**src/rtl/scie_pkg.sv**
```systemverilog
`default_nettype none
// ============================================================================
// Module   : scie_pkg
// Brief    : Shared opcode, FSM state type and request record for the SCIE
//            issue queue.
// Revision : 1.0
// ============================================================================
package scie_pkg;

  localparam logic [6:0] SCIE_OPCODE = 7'h7B;
  localparam int         SCIE_XLEN   = 32;
  localparam int         SCIE_TAG_W  = 5;

  typedef enum logic [1:0] {
    IDLE = 2'd0,
    EXEC = 2'd1,
    RESP = 2'd2
  } scie_state_e;

  typedef struct packed {
    logic [31:0]            insn;
    logic [SCIE_XLEN-1:0]   rs1;
    logic [SCIE_XLEN-1:0]   rs2;
    logic [SCIE_TAG_W-1:0]  tag;
  } scie_req_t;

  function automatic logic is_custom3(input logic [6:0] opcode);
    return opcode == SCIE_OPCODE;
  endfunction

endpackage
`default_nettype wire

```
**src/rtl/scie_req_fifo.sv**
```systemverilog
`default_nettype none
// ============================================================================
// Module   : scie_req_fifo
// Brief    : DEPTH-entry request FIFO; head is read straight from the storage
//            registers and forced to zero while empty.
// Revision : 1.0
// ============================================================================
module scie_req_fifo
  import scie_pkg::*;
#(
  parameter int DEPTH = 4
) (
  input  logic      clock,
  input  logic      reset,
  input  logic      push,
  input  scie_req_t push_data,
  input  logic      pop,
  output scie_req_t head,
  output logic      full,
  output logic      empty
);

  localparam int                 c_ptr_w = $clog2(DEPTH);
  localparam int                 c_cnt_w = c_ptr_w + 1;
  localparam logic [c_cnt_w-1:0] c_depth = c_cnt_w'(DEPTH);

  scie_req_t          r_mem [DEPTH];
  logic [c_ptr_w-1:0] r_wr_ptr;
  logic [c_ptr_w-1:0] r_rd_ptr;
  logic [c_cnt_w-1:0] r_count;
  logic               w_push;
  logic               w_pop;

  // Flags come only from the registered count, so ready never sees a same-cycle pop.
  assign full   = (r_count == c_depth);
  assign empty  = (r_count == '0);
  assign w_push = push && !full;
  assign w_pop  = pop && !empty;
  assign head   = empty ? '0 : r_mem[r_rd_ptr];

  always_ff @(posedge clock or negedge reset) begin
    if (!reset) begin
      r_wr_ptr <= '0;
      r_rd_ptr <= '0;
      r_count  <= '0;
    end else begin
      if (w_push) r_wr_ptr <= r_wr_ptr + 1'b1;
      if (w_pop)  r_rd_ptr <= r_rd_ptr + 1'b1;
      case ({w_push, w_pop})
        2'b10:   r_count <= r_count + 1'b1;
        2'b01:   r_count <= r_count - 1'b1;
        default: r_count <= r_count;
      endcase
    end
  end

  always_ff @(posedge clock) begin
    if (w_push) r_mem[r_wr_ptr] <= push_data;
  end

endmodule
`default_nettype wire

```
**src/rtl/scie_issue_queue.sv**
```systemverilog
`default_nettype none
// ============================================================================
// Module   : scie_issue_queue
// Brief    : Queues custom-3 requests, feeds the head to the single-cycle SCIE
//            datapath and returns tagged results over valid/ready.
//            Optional SCIE_PERF_CNT_EN adds op/illegal completion counters.
// Revision : 1.0
// ============================================================================
module scie_issue_queue
  import scie_pkg::*;
#(
  parameter int XLEN  = SCIE_XLEN,
  parameter int DEPTH = 4,
  parameter int TAG_W = SCIE_TAG_W
) (
  input  logic             clock,
  input  logic             reset,
  input  logic             io_req_valid,
  output logic             io_req_ready,
  input  logic [31:0]      io_req_insn,
  input  logic [XLEN-1:0]  io_req_rs1,
  input  logic [XLEN-1:0]  io_req_rs2,
  input  logic [TAG_W-1:0] io_req_tag,
  output logic             io_resp_valid,
  input  logic             io_resp_ready,
  output logic [XLEN-1:0]  io_resp_rd,
  output logic [TAG_W-1:0] io_resp_tag,
  output logic             io_resp_illegal,
  output logic [31:0]      scie_insn,
  output logic [XLEN-1:0]  scie_rs1,
  output logic [XLEN-1:0]  scie_rs2,
  input  logic [XLEN-1:0]  scie_rd,
  output logic             io_busy
`ifdef SCIE_PERF_CNT_EN
  ,
  output logic [31:0]      io_perf_ops,
  output logic [31:0]      io_perf_illegal
`endif
);

  scie_state_e      r_state;
  scie_state_e      w_state_nxt;
  scie_req_t        w_push_data;
  scie_req_t        w_head;
  logic             w_full;
  logic             w_empty;
  logic             w_push;
  logic             w_pop;
  logic             w_resp_fire;
  logic [XLEN-1:0]  r_resp_rd;
  logic [TAG_W-1:0] r_resp_tag;
  logic             r_resp_illegal;

  assign w_push_data = '{insn: io_req_insn, rs1: io_req_rs1, rs2: io_req_rs2, tag: io_req_tag};
  assign io_req_ready = !w_full;
  assign w_push       = io_req_valid && io_req_ready;
  assign w_resp_fire  = io_resp_valid && io_resp_ready;

  scie_req_fifo #(
    .DEPTH (DEPTH)
  ) u_fifo (
    .clock     (clock),
    .reset     (reset),
    .push      (w_push),
    .push_data (w_push_data),
    .pop       (w_pop),
    .head      (w_head),
    .full      (w_full),
    .empty     (w_empty)
  );

  assign scie_insn = w_head.insn;
  assign scie_rs1  = w_head.rs1;
  assign scie_rs2  = w_head.rs2;

  always_ff @(posedge clock or negedge reset) begin
    if (!reset) r_state <= IDLE;
    else        r_state <= w_state_nxt;
  end

  always_comb begin
    w_state_nxt = r_state;
    w_pop       = 1'b0;
    case (r_state)
      IDLE: if (!w_empty) w_state_nxt = EXEC;
      EXEC: begin
        w_pop       = 1'b1;
        w_state_nxt = RESP;
      end
      // A push landing on the handshake edge is enough to keep issuing.
      RESP: if (io_resp_ready) w_state_nxt = (!w_empty || w_push) ? EXEC : IDLE;
      default: w_state_nxt = IDLE;
    endcase
  end

  always_ff @(posedge clock or negedge reset) begin
    if (!reset) begin
      r_resp_rd      <= '0;
      r_resp_tag     <= '0;
      r_resp_illegal <= 1'b0;
    end else if (r_state == EXEC) begin
      r_resp_rd      <= is_custom3(w_head.insn[6:0]) ? scie_rd : '0;
      r_resp_tag     <= w_head.tag;
      r_resp_illegal <= !is_custom3(w_head.insn[6:0]);
    end
  end

  assign io_resp_valid   = (r_state == RESP);
  assign io_resp_rd      = r_resp_rd;
  assign io_resp_tag     = r_resp_tag;
  assign io_resp_illegal = r_resp_illegal;
  assign io_busy         = !w_empty || (r_state != IDLE);

`ifdef SCIE_PERF_CNT_EN
  logic [31:0] r_perf_ops;
  logic [31:0] r_perf_illegal;

  always_ff @(posedge clock or negedge reset) begin
    if (!reset) begin
      r_perf_ops     <= '0;
      r_perf_illegal <= '0;
    end else if (w_resp_fire) begin
      r_perf_ops <= r_perf_ops + 32'd1;
      if (r_resp_illegal) r_perf_illegal <= r_perf_illegal + 32'd1;
    end
  end

  assign io_perf_ops     = r_perf_ops;
  assign io_perf_illegal = r_perf_illegal;
`endif

endmodule
`default_nettype wire

```
**config.mk**
```make
export PLATFORM = sky130hd
export DESIGN_NAME = scie_issue_queue
export DESIGN_NICKNAME = d
export VERILOG_FILES = /design/src/rtl/scie_pkg.sv /design/src/rtl/scie_req_fifo.sv /design/src/rtl/scie_issue_queue.sv
export SDC_FILE = /design/constraint.sdc
export NUM_CORES = 1
export LEC_CHECK = 0
export ABC_CLOCK_PERIOD_IN_PS = 4500
export CAP_MARGIN = 20
export CELL_PAD_IN_SITES_DETAIL_PLACEMENT = 1
export CELL_PAD_IN_SITES_GLOBAL_PLACEMENT = 1
export CORE_MARGIN = 2
export CORE_UTILIZATION = 30
export DETAILED_ROUTE_END_ITERATION = 6
export GPL_ROUTABILITY_DRIVEN = 0
export HOLD_SLACK_MARGIN = 0.05
export PLACE_DENSITY_LB_ADDON = 0.1
export SLEW_MARGIN = 10
export SYNTH_ARGS = -nofsm -noshare
export SYNTH_HDL_FRONTEND = slang
export SYNTH_SLANG_ARGS = --single-unit
```
**constraint.sdc**
```tcl
create_clock -name clock -period 4.5 [get_ports clock]
set_input_delay 0.9 -clock clock [delete_from_list [all_inputs] [get_ports clock]]
set_output_delay 0.9 -clock clock [all_outputs]
set_load 0.01 [all_outputs]
```
### After elaboration in Yosys (flattened, before gate mapping)

Memories as Yosys holds them, arrays and structs flattened.
Index checks and enable logic that the tools add are counted.
W data, S select, Z words.

* memories: 1
* bits of input ports: 137
* output and inout port bits: 137
* bits in latches: 0
* RAM bits: 404
* logic and storage cells: 43
* flip-flop bits (word level): 47
* ROM bits: 0

* shift operators: 0
* order comparisons: 0
* equality and inequality tests: 8
* divide/modulo/power cells: 0
* bitwise logic cells: 0
* muxes and demuxes: 10
* add/sub/neg operators: 4
* multipliers: 0
* reductions and logical operators: 13

Memories
* u_fifo.r_mem: depth 4, bits a word 101, rd ports 1, clocked after memory_dff 0, write ports 1, RTL line scie_req_fifo.sv:27 `scie_req_t r_mem [DEPTH];`

Operator list (number)
* $mux W101: 1
* $mux W32: 1
* $eq A7 B7 Y1 const B: 1
* $pmux W2 S3: 1
* $pmux W3 S2: 1
* $add A2 B1 Y2 const B: 2
* $eq A2 B1 Y1 const B: 2
* $eq A2 B2 Y1 const B: 2
* $mux W1: 4
* $mux W2: 2
* $reduce_bool A2 Y1: 2
* $add A3 B1 Y3 const B: 1
* $eq A3 B3 Y1 const B: 1
* $logic_and A1 B1 Y1: 3
* $logic_not A1 Y1: 3
* $logic_not A3 Y1: 1
* $sub A3 B1 Y3 const B: 1
* $logic_not A2 Y1: 1
* $logic_or A1 B1 Y1: 2
* $ne A2 B1 Y1 const B: 1
* $ne A2 B2 Y1 const B: 1
* $reduce_and A2 Y1: 1

### Logic depth before layout (Yosys ltp)

* depth in word-level cells: 7
* gate-level depth with buffers: 9
* mapped depth without buffers: 9

### Modules after synthesis

Synthesis repeated with hierarchy kept, for this count alone.

* cells, all modules: 854
* area total of the unflattened synthesis: 17514.3 um^2

By module, submodules not included
* scie_req_fifo: area an instance 15732.6 um^2, cells an instance 678, instances 1
* scie_issue_queue: area an instance 1781.7 um^2, cells an instance 176, instances 1

### Least setup slack after synthesis

OpenSTA, ideal clock, no wires.

* kind: input to register
* start point: input io_req_valid
* end point: memory u_fifo.r_mem[0][0] in the netlist's numbering (enable)
* stages: 1
* arrival time: 3.275 ns
* slack: 0.753 ns
* required time: 4.028 ns
* cell sequence: and3_1

* longest elaborated chain between the ends: 4

Ends and longest elaborated chain
* start, declared: RTL line scie_issue_queue.sv:18 `input logic io_req_valid,`
* $logic_and A1 B1 Y1: RTL line scie_issue_queue.sv:56 `assign w_push = io_req_valid && io_req_ready;`
* $logic_and A1 B1 Y1: RTL line scie_req_fifo.sv:37 `assign w_push = push && !full;`
* $mux W1: RTL line scie_req_fifo.sv:58 `if (w_push) r_mem[r_wr_ptr] <= push_data;`
* $mux W1 (not written as such): RTL line scie_req_fifo.sv:58
* end, declared: RTL line scie_req_fifo.sv:27

No other way between the ends.

### Final worst setup path

* start point: register u_fifo.r_rd_ptr[0]
* end point: output scie_insn[0]

* longest elaborated chain between the ends: 2

Ends and longest elaborated chain
* start, declared: RTL line scie_req_fifo.sv:29 `logic [c_ptr_w-1:0] r_rd_ptr;`
* start signal, assigned: RTL line scie_req_fifo.sv:48 `if (w_pop) r_rd_ptr <= r_rd_ptr + 1'b1;`
* $mem_v2 Z4 W101
* $mux W101: RTL line scie_req_fifo.sv:39 `assign head = empty ? '0 : r_mem[r_rd_ptr];`
* end, declared: RTL line scie_issue_queue.sv:29 `output logic [31:0] scie_insn,`

No other way between the ends.

==> results.tsv <==
metric	value	unit
yosysTopAreaCellShare	0.661	
wirelength	43300	microns
ys_seq_area_frac	0.725	
status	finished, final reports clean	
holdBufCountCts	0	
worstMarginPinSlew	895	ps
fp-row-count	90	
dpl.hpwl	26300	microns
skew	23.5	ps
numCtsBuffers	53	
ir_drop	0.283	mV
synth_fp_nets	1086	
clk_pin_slew_worst_paths	60	ps
end_kind	output pin	
grt_max_degree	75	
hold_slack	329	ps
required	3600	ps
first_iter_violations	302	
ys_types	31	
worstPathMaxFanout	27	
final_common_cell	edfxtp_1	
fmax	0.259	GHz
wl_met3	2540	microns
final_antenna_net_count	0	
fin_crit	3860	ps
dr_total_vias	9028	
cts_setup_buffers	0	
clockBufferDepth	3	
start_kind	flip-flop	
ys_ff_latch	451	
start_util	0.304	
wl_per_cell	22.0	microns
rsz0062_at_grt	false	
period_share	0.857	
clock_latency	580	ps
slew_viol_final	0	
die-area	63200	sq um
wl_met2	21200	microns
highest_layer	met5	
hp-class	in -> async	
via_per_inst	4.59	
cts_tree	done	
synth_warnings	0	
die_h	251	microns
antenna_found_initial	2	
leakagePower	7.65	nW
synthTopCellsByArea	edfxtp_1 (66%), mux4_2 (12%), dfrtp_1 (6.4%), buf_4 (4.1%), and2_1 (3.3%)	
io_pins	274	
io_buffer_count	273	
avgSynthCellArea	19.5	sq um
dp_slack	1140	ps
grt-ovfl-total	0	
clock-sinks	451	
drv_cap	0	
drive_gt1_frac	0.197	
cts_htree_levels	2	
power.density	669	nW/um^2
setup_tns	0	ps
cp.arrival	2960	ps
final_util	0.381	
root_buffer	clkbuf_16	
fin_ws	643	ps
firstDrtPassIters	4	
cts_resized	0	
relSlewSlack	0.403	
syn_inst	943	
wl_met1	18900	microns
power	15.4	mW
grt_pass1_vias	10189	
grt_usage	0.138	
die_width	251	microns
grt_pass1_wl	65600	microns
setup-violations-final	0	
core_area	60400	sq um
syn-cell-area	18300	sq um
path_class	reg -> out	
yosys.area.top_type	edfxtp_1	
final_net_count	1289	
hold_viol	0	
layout_common_cells	edfxtp_1 (404), clkdlybuf4s50_1 (272), mux4_2 (101), and2_1 (97), clkbuf_16 (54)	
syn2layout_area_growth	25.2	%
drc	0	
==> metal layers <==
metal,GRT usage,vias to the layer above
li1,-,4014
met1,0.177,4748
met2,0.231,213
met3,0.0385,51
met4,0.0335,2
met5,0,-
==> power breakdown <==
part,internal [mW],switching (mW),leakage (nW)
combinational,2.92,2.80,2.57
sequential,5.47,0.340,4.32
clock,2.22,1.62,0.759
total,10.6,4.76,7.65
==> cell families after synthesis <==
| group | Yosys count | share of synthesized area |
|---|---|---|
| AND/OR/NAND/NOR | 179 | 0.0548 |
| buffers and inverters | 158 | 0.0561 |
| flip-flops | 451 | 0.725 |
| XOR/XNOR | 6 | 0.00286 |
| AO/OA/AOI/OAI | 40 | 0.0314 |
| multiplexers | 103 | 0.125 |
| adder cells (fa/ha/maj) | 6 | 0.00450 |
==> cell type report <==
cell class                 instances  area, sq um
fill                            5894        37400
sequential                       451        13300
multi-input combinational        334         4040
timing repair buffer             299         3060
clock buffer                      68         1430
tap                              782          978
clock inverter                    25          121
inverter                           7         26.3
antenna                            1         2.50
==> path summary, 6_finish.rpt <==
check,startpoint,end,slack [ps],depth (start not counted)
worst min register to register,io_resp_rd[26]$_DFFE_PN0N_,io_resp_rd[26]$_DFFE_PN0N_,480,2
worst max-delay path,u_fifo.r_rd_ptr[0]$_DFFE_PN0P_,scie_insn[0],640,4
min in group clock,io_resp_rd[26]$_DFFE_PN0N_,io_resp_rd[26]$_DFFE_PN0N_,480,2
worst max register to register,u_fifo.r_rd_ptr[0]$_DFFE_PN0P_,io_resp_rd[28]$_DFFE_PN0N_,1520,5
worst min-delay path,reset,io_resp_rd[22]$_DFFE_PN0N_,330,1
max in group asynchronous,reset,io_resp_rd[4]$_DFFE_PN0N_,3360,2
==> synth_stat cells (all sizes together) <==
master    n
nor2      2
a22o      5
nand3    33
dfrtp    47
nand4     1
xnor2     3
xor2      3
a221oi    1
fa        1
a21o      1
clkbuf   29
mux4    101
inv       7
mux2      1
and3      4
o32a      1
nor3      1
o41ai    32
edfxtp  404
and2     97
or3b      1
buf     122
nand2    34
ha        5
nand2b    1
nor2b     2
mux2i     1
or3       3
==> stage by stage <==
step / cell area [sq um] / std cells
floorplan: 18300 / 943
global placement: 21400 / 1873
detailed placement: 21400 / 1873
CTS: 23000 / 1966
global route: 23000 / 1966
finish: 23000 / 1967
==> flip-flops by register name, indices dropped and copies added (netlist names) <==
name             count
u_fifo.r_wr_ptr      2
io_resp_illegal      1
u_fifo.r_rd_ptr      2
u_fifo.r_mem       404
io_resp_rd          32
io_resp_tag          5
r_state              2
u_fifo.r_count       3
==> worst max-delay path: stages, from the launching register on <==
cell and delay [ps]:
dfrtp_4 850, buf_4 270, mux4_2 550, and2_1 210, clkdlybuf4s50_1 490
Note: power is estimated with default switching activity, not from simulation.
